--- src/rtl/ucore_mem_pkg.sv ---
// Shared FSM encoding, response error code and default widths for the ucore memory
// responder and the generated cores that drive it.
package ucore_mem_pkg;

  localparam int unsigned UCORE_DATA_W      = 32;
  localparam int unsigned UCORE_ADDR_W      = 8;
  localparam int unsigned UCORE_MEM_DEPTH   = 64;
  localparam int unsigned UCORE_MEM_LATENCY = 2;

  localparam logic RSP_ERR_NONE = 1'b0;
  localparam logic RSP_ERR_OOR  = 1'b1;

  typedef enum logic [1:0] {
    ST_IDLE = 2'd0,
    ST_WAIT = 2'd1,
    ST_RESP = 2'd2
  } mem_state_t;

  // Bit width able to index n items, never narrower than one bit.
  function automatic int unsigned min_width(input int unsigned n);
    return (n < 2) ? 1 : $clog2(n);
  endfunction

endpackage

--- src/rtl/ucore_mem_array.sv ---
// Single-port DEPTH x DATA_W word array: synchronous write, registered read (1 cycle),
// no backpressure; read data holds until the next read enable.
module ucore_mem_array
  import ucore_mem_pkg::*;
#(
  parameter int unsigned DATA_W = UCORE_DATA_W,
  parameter int unsigned DEPTH  = UCORE_MEM_DEPTH,
  parameter int unsigned IDX_W  = min_width(UCORE_MEM_DEPTH)
) (
  input  logic              i_clk,
  input  logic              i_rst,
  input  logic              i_we,
  input  logic              i_re,
  input  logic [IDX_W-1:0]  i_idx,
  input  logic [DATA_W-1:0] i_wdata,
  output logic [DATA_W-1:0] o_rdata
);

  logic [DATA_W-1:0] r_mem [DEPTH];
  logic [DATA_W-1:0] r_rdata;

  // Storage itself is never reset; only the read register is.
  always_ff @(posedge i_clk) begin
    if (i_we) begin
      r_mem[i_idx] <= i_wdata;
    end
  end

  always_ff @(posedge i_clk or posedge i_rst) begin
    if (i_rst) begin
      r_rdata <= '0;
    end else if (i_re) begin
      r_rdata <= r_mem[i_idx];
    end
  end

  assign o_rdata = r_rdata;

endmodule

--- src/rtl/ucore_mem_responder.sv ---
// Memory responder: one request at a time, response LATENCY cycles after accept; rsp_ready low holds RESP.
// UCORE_MEM_RSP_OVERLAP_EN lets a new request be accepted on the response handshake cycle.
module ucore_mem_responder
  import ucore_mem_pkg::*;
#(
  parameter int unsigned DATA_W  = UCORE_DATA_W,
  parameter int unsigned ADDR_W  = UCORE_ADDR_W,
  parameter int unsigned DEPTH   = UCORE_MEM_DEPTH,
  parameter int unsigned LATENCY = UCORE_MEM_LATENCY
) (
  input  logic              clk,
  input  logic              areset,
  input  logic              req_valid,
  output logic              req_ready,
  input  logic              req_write,
  input  logic [ADDR_W-1:0] req_addr,
  input  logic [DATA_W-1:0] req_wdata,
  output logic              rsp_valid,
  input  logic              rsp_ready,
  output logic [DATA_W-1:0] rsp_rdata,
  output logic              rsp_err
);

  localparam int unsigned      IDX_W     = min_width(DEPTH);
  localparam int unsigned      CNT_W     = min_width(LATENCY);
  localparam logic [CNT_W-1:0] CNT_LOAD  = CNT_W'(LATENCY - 1);
  localparam logic [ADDR_W:0]  DEPTH_LIM = (ADDR_W + 1)'(DEPTH);

  mem_state_t        r_state;
  logic [CNT_W-1:0]  r_cnt;
  logic              r_write;
  logic              r_oor;
  logic [IDX_W-1:0]  r_idx;
  logic [DATA_W-1:0] r_wdata;

  logic              w_accept;
  logic              w_req_oor;
  logic [IDX_W-1:0]  w_req_idx;
  logic              w_go_resp;
  logic              w_cmt_write;
  logic              w_cmt_oor;
  logic [IDX_W-1:0]  w_cmt_idx;
  logic [DATA_W-1:0] w_cmt_wdata;
  logic              w_mem_we;
  logic              w_mem_re;
  logic [DATA_W-1:0] w_mem_rdata;

`ifdef UCORE_MEM_RSP_OVERLAP_EN
  assign req_ready = (r_state == ST_IDLE) || ((r_state == ST_RESP) && rsp_ready);
`else
  assign req_ready = (r_state == ST_IDLE);
`endif

  assign w_accept  = req_valid && req_ready;
  assign w_req_oor = ({1'b0, req_addr} >= DEPTH_LIM);
  assign w_req_idx = req_addr[IDX_W-1:0];

  // With a single-cycle latency the accept edge is also the commit edge, so the
  // array must see the live request rather than the holding registers.
  assign w_go_resp   = ((r_state == ST_WAIT) && (r_cnt == CNT_W'(1))) ||
                       ((LATENCY == 1) && w_accept);
  assign w_cmt_write = (LATENCY == 1) ? req_write : r_write;
  assign w_cmt_oor   = (LATENCY == 1) ? w_req_oor : r_oor;
  assign w_cmt_idx   = (LATENCY == 1) ? w_req_idx : r_idx;
  assign w_cmt_wdata = (LATENCY == 1) ? req_wdata : r_wdata;

  assign w_mem_we = w_go_resp && w_cmt_write && !w_cmt_oor;
  assign w_mem_re = w_go_resp && !w_cmt_write && !w_cmt_oor;

  always_ff @(posedge clk or posedge areset) begin
    if (areset) begin
      r_state <= ST_IDLE;
      r_cnt   <= '0;
      r_write <= 1'b0;
      r_oor   <= 1'b0;
      r_idx   <= '0;
      r_wdata <= '0;
    end else if (w_accept) begin
      r_write <= req_write;
      r_oor   <= w_req_oor;
      r_idx   <= w_req_idx;
      r_wdata <= req_wdata;
      if (LATENCY == 1) begin
        r_state <= ST_RESP;
        r_cnt   <= '0;
      end else begin
        r_state <= ST_WAIT;
        r_cnt   <= CNT_LOAD;
      end
    end else begin
      case (r_state)
        ST_WAIT: begin
          if (r_cnt == CNT_W'(1)) begin
            r_state <= ST_RESP;
            r_cnt   <= '0;
          end else begin
            r_cnt <= r_cnt - CNT_W'(1);
          end
        end
        ST_RESP: begin
          if (rsp_ready) begin
            r_state <= ST_IDLE;
          end
        end
        default: r_state <= ST_IDLE;
      endcase
    end
  end

  ucore_mem_array #(
    .DATA_W (DATA_W),
    .DEPTH  (DEPTH),
    .IDX_W  (IDX_W)
  ) u_array (
    .i_clk   (clk),
    .i_rst   (areset),
    .i_we    (w_mem_we),
    .i_re    (w_mem_re),
    .i_idx   (w_cmt_idx),
    .i_wdata (w_cmt_wdata),
    .o_rdata (w_mem_rdata)
  );

  // Response fields are decodes of held state, so they stay frozen while RESP waits.
  assign rsp_valid = (r_state == ST_RESP);
  assign rsp_err   = (rsp_valid && r_oor) ? RSP_ERR_OOR : RSP_ERR_NONE;
  assign rsp_rdata = (rsp_valid && !r_write && !r_oor) ? w_mem_rdata : '0;

endmodule
--- config.mk ---
export PLATFORM = sky130hd
export DESIGN_NAME = ucore_mem_responder
export DESIGN_NICKNAME = d
export VERILOG_FILES = /design/src/rtl/ucore_mem_pkg.sv /design/src/rtl/ucore_mem_array.sv /design/src/rtl/ucore_mem_responder.sv
export SDC_FILE = /design/constraint.sdc
export NUM_CORES = 2
export LEC_CHECK = 0
export ABC_CLOCK_PERIOD_IN_PS = 5650
export CORE_AREA = 5 5 392 433
export CTS_CLUSTER_SIZE = 14
export DETAILED_ROUTE_END_ITERATION = 10
export DIE_AREA = 0 0 397 438
export GPL_ROUTABILITY_DRIVEN = 0
export PLACE_DENSITY = 0.7
export SYNTH_ARGS = -nofsm -noshare
export SYNTH_HDL_FRONTEND = slang
export SYNTH_SLANG_ARGS = --single-unit
--- constraint.sdc ---
create_clock -name clk -period 5.65 [get_ports clk]
set_clock_uncertainty 0.1 [all_clocks]
set_input_delay 0.565 -clock clk [delete_from_list [all_inputs] [get_ports clk]]
set_output_delay 0.565 -clock clk [all_outputs]
set_load 0.05 [all_outputs]
# After elaboration in Yosys (flattened, before gate mapping)
# Memory sizes are Yosys's and may differ from the RTL's. A register that Yosys moved wholly into a read port is not among the register bits.
# Index checks and enable logic that the tools add are counted.
[word_totals]
reg_bits = 43
ramBits = 2048
input_bits = 45
out_inout_bits = 35
mem_count = 1
[op_classes]
add_sub_neg = 1
order_cmp = 1
n_eq_ne = 4
muxes = 11
reduce_logical = 14
[mem_list]
columns = ["name", "words", "width", "rd", "rd_ports_with_merged_regs", "write_ports", "line_no", "text"]
rows = [
  ["u_array.r_mem", 64, 32, 1, 1, 1, "ucore_mem_array.sv:19", "logic [DATA_W-1:0] r_mem [DEPTH];"],
]
[op_table]
columns = ["cell", "n"]
rows = [
  ["$mux W32", 1],
  ["$logic_and A1 B1 Y1", 9],
  ["$ge A8 B7 Y1 const B", 1],
  ["$mux W1", 6],
  ["$mux W2", 3],
  ["$pmux W2 S2", 1],
  ["$ne A3 B1 Y1 const B", 1],
  ["$ne A3 B3 Y1 const B", 1],
  ["$eq A2 B1 Y1 const B", 1],
  ["$eq A2 B2 Y1 const B", 1],
  ["$logic_not A1 Y1", 2],
  ["$logic_not A2 Y1", 1],
  ["$reduce_and A2 Y1", 1],
  ["$reduce_bool A2 Y1", 1],
  ["$sub A1 B1 Y1 const B", 1],
]

# Depth between registers and ports, before layout
[logic_depth]
ltp_word = 6
ltp_mapped = 12
ltp_nobuf = 6

# Hierarchy
# From an unflattened synthesis, not the netlist that was laid out.
[hier_totals]
cells_unflattened = 4323
hier_area_um2 = 81745.9
[by_module_without_submodules]
columns = ["mod", "n_inst", "cells_each", "area_each_um2", "seq_area_each_um2"]
rows = [
  ["ucore_mem_array", 1, 4185, 79839.1, 62299.8],
  ["ucore_mem_responder", 1, 138, 1906.8, 1076.0],
]

# Worst setup path after synthesis
# No wires, ideal clock.
[synth_path]
path_type = "flip-flop to flip-flop"
start = "register r_idx[2]"
end = "memory u_array.r_mem[12][0] (netlist bit) (enable)"
setup_ns = 0.421
arrival_ns = 3.048
t_required_ns = 5.129
setup_slack_ns = 2.081
path_stages_with_launch = 9
n_path_buf = 6
path_cell_list = "dfrtp_1 buf_4 buf_4 buf_4 buf_2 buf_2 buf_2 nand3_1 nor2_1"
[synth_rtl]
columns = ["element", "line_no", "text"]
rows = [
  ["from (decl)", "ucore_mem_responder.sv:33", "logic [IDX_W-1:0] r_idx;"],
  ["from (signal assigned)", "ucore_mem_responder.sv:81", "r_idx <= w_req_idx;"],
  ["to (decl)", "ucore_mem_array.sv:19", ""],
]
# No word-level cell before the write port.

==> impl_metrics.tcl <==
set metrics [dict create \
    status "finished, final reports clean" \
    ioPinCount 80 \
    grt_remaining_overflow 0 \
    ys_seq_elements 2123 \
    synthTopCellsByCount "2048 x edfxtp_1, 225 x mux2i_1, 183 x mux2_2" \
    cap_violations 0 \
    cp.required_ns 6.23 \
    seqPwrFrac_pct 43.2 \
    comb_power_share_pct 30.5 \
    drv_slew 0 \
    critPathLaunchType "flip-flop" \
    max_freq_mhz 225 \
    synth_area_mm2 0.0818 \
    ir_drop_v 0.000546 \
    slew_headroom_pct 2.69 \
    r2r_end "u_array.o_rdata[11]" \
    cts_setup_buffers 0 \
    p_leak_nw 29.2 \
    numPortBuffers 79 \
    switching_share_pct 36.3 \
    drcViolationCount 0 \
    synth.area.top_cells "edfxtp_1 75%, mux4_2 4.6%, mux2i_1 2.8%, mux2_2 2.5%, dfrtp_1 2.3%" \
    synth_warnings 0 \
    final_nets 4572 \
    grt_usage_pct 29.6 \
    wl_per_cell_um 37.8 \
    clk_latency_ns 0.87 \
    r2r_cells 8 \
    cts_resized 0 \
    synthCells 4327 \
    pre_cts_ws_ns 1.27 \
    dr.pass1.iters 6 \
    setup-violations-final 0 \
    fin_crit_sh_pct 78.6 \
    cp-startpoint "r_idx[2]" \
    period_needed_ns 4.44 \
    stdcell_count 6921 \
    criticalPathCategory "reg -> reg" \
    final_cell_area_mm2 0.0927 \
    rsz0062_at_grt "no" \
    finalHoldViolations 0 \
    cts_tree "built" \
    synthToLayoutAreaGrowth_pct 13.3 \
    synthArstFlopShare_pct 3.53 \
    die_w_um 397 \
    routed_wl_um 262000 \
    synth_seq_area_share_pct 77.5 \
    synth_most_common_cell "edfxtp_1" \
    core.rowCount 157 \
    viasPerCell 6.93 \
    clock_power_share_pct 26.3 \
    antenna_found_initial 23 \
    grt_max_degree 76 \
    die_area_mm2 0.174 \
    grt_pass1_wl_um 362000 \
    cp_cell_sequence "buf_12, buf_4, mux4_2, and3_1, a31oi_1, nand4_1, a2111oi_1, a41oi_1" \
    placed_cells 6554 \
    dr.first_iter.drc_count 9486 \
    die_h_um 438 \
    p_int_w 0.0317 \
    crit_slowest_cell "a2111oi_1" \
    synth_area_per_cell_um2 18.9 \
    power.total_w 0.0497 \
    tightest_slew_ns 1.46 \
    route.vias.total 47900 \
    power.density_mw_per_mm2 536 \
    syn-num-nets 4372 \
    dp_hpwl_um 152000 \
    crit_path_end_kind "flip-flop" \
    crit_path_max_incr_delay_ns 0.93 \
    synth_top_cell_area_share_pct 75.2 \
    r2r_slack_ns 1.21 \
    crit-reg2reg-launch "r_idx[2]" \
    initial_core_util_pct 49.5 \
    p_sw_w 0.0180 \
    drive_gt1_share_pct 20.8 \
    synth_ff_type "edfxtp_1" \
    final_antenna_net_count 0 \
    htree_levels 4 \
    fin_setup_tns_ns 0 \
    core_region_area_mm2 0.165 \
    crit_end "u_array.o_rdata[11]" \
    clockBufferDepth 3 \
    final.setup.worst_slack_ns 1.21 \
    path_max_fanout 53 \
    arrival_ns 5.02 \
    dpl-instance-area_mm2 0.0864 \
    synth_edf_count 2048 \
    hold_class "in -> async" \
    synth_top_area_cell "edfxtp_1" \
    clk_pin_slew_ns 0.06 \
    clockRootBuffer "clkbuf_16" \
    grt_pass1_vias 45900 \
    cts.sinks 2123 \
    holdBufCountCts 0 \
    cts_buffers 196 \
    synth.distinct_cells 71 \
]
[flip-flops by register name (all words and copies together), names as in the netlist]
register,cells
u_array.r_mem,2048
r_wdata,32
u_array.o_rdata,32
r_idx,6
r_state,2
r_cnt,1
r_oor,1
r_write,1
[worst max-delay path, delay by kind of cell, from the launching register on]
family                 cells  cell delay [ns]
AOI/OAI and AO/OA          3             1.29
and+or+nand+nor            2             0.50
DFF                        1             0.83
buffers and inverters      2             0.94
muxes                      1             0.41
[routing by layer]
layer  GRT usage (%)  up-vias  part of all wire, %
li1                -    18300                    -
met1            39.6    24300                   34
met2            44.0     4504                   45
met3            10.1      821                   16
met4            14.0       10                  5.6
met5               0        -                0.022
[worst min path at each step]
stage | startpoint | to | slack [ns] | cells past startpoint
floorplan | r_cnt | r_state[0] | 0.35 | 1
global placement | r_wdata[1] | u_array.r_mem[59][1] | 0.37 | 0
detailed placement | r_wdata[1] | u_array.r_mem[59][1] | 0.37 | 0
CTS | areset | r_wdata[25] | 0.02 | 2
global route | areset | r_wdata[27] | 0.05 | 2
finish | areset | r_wdata[25] | 0.03 | 2
[power by group through the flow]
stage               Clock [W]  Combinational (W)  Sequential [W]
floorplan                   0            0.00784          0.0215
global placement            0             0.0144          0.0216
detailed placement          0             0.0145          0.0217
CTS                    0.0131             0.0146          0.0214
global route           0.0138             0.0154          0.0215
finish                 0.0131             0.0152          0.0214
[stage by stage]
step / hold slack [ns] / util (%)
global route: 0.0501 / 56.1
global placement: 0.368 / 52.3
detailed placement: 0.369 / 52.3
floorplan: 0.354 / -
CTS: 0.0166 / 56.1
finish: 0.0312 / 56.1
[logic make-up after synthesis]
group	share of synthesized area, %
and+or+nand+nor	2.40
AOI/OAI and AO/OA	7.90
DFF	77.5
muxes	10.2
buffers and inverters	1.98
[layout by cell type (no fill, tap or decap), drive strengths merged, types with 10 or more instances in the layout]
master / count
a211oi: 15
a21oi: 134
a221o: 46
a221oi: 146
a222oi: 20
a22o: 32
a22oi: 139
a31oi: 37
a32oi: 10
and2: 39
and3: 13
buf: 215
bufinv: 14
clkbuf: 256
clkdlybuf4s50: 79
clkinv: 77
dfrtp: 75
edfxtp: 2048
inv: 12
mux2: 186
mux2i: 225
mux4: 177
nand2: 105
nand3: 21
nor2: 182
nor3: 12
o21ai: 122
o221ai: 13
o22a: 11
o22ai: 83
o2bb2ai: 18
o32a: 14
[final cells by class]
type / count / area [µm²]
Tap cell: 2226 / 2790
Sequential cell: 2123 / 63400
Clock buffer: 255 / 5270
Clock inverter: 103 / 1010
Inverter: 5 / 28.8
Antenna cell: 8 / 20.0
Fill cell: 12200 / 72500
Timing Repair Buffer: 295 / 2720
Multi-Input combinational cell: 1906 / 17400
No activity file was read; power rests on OpenSTA's default activity.
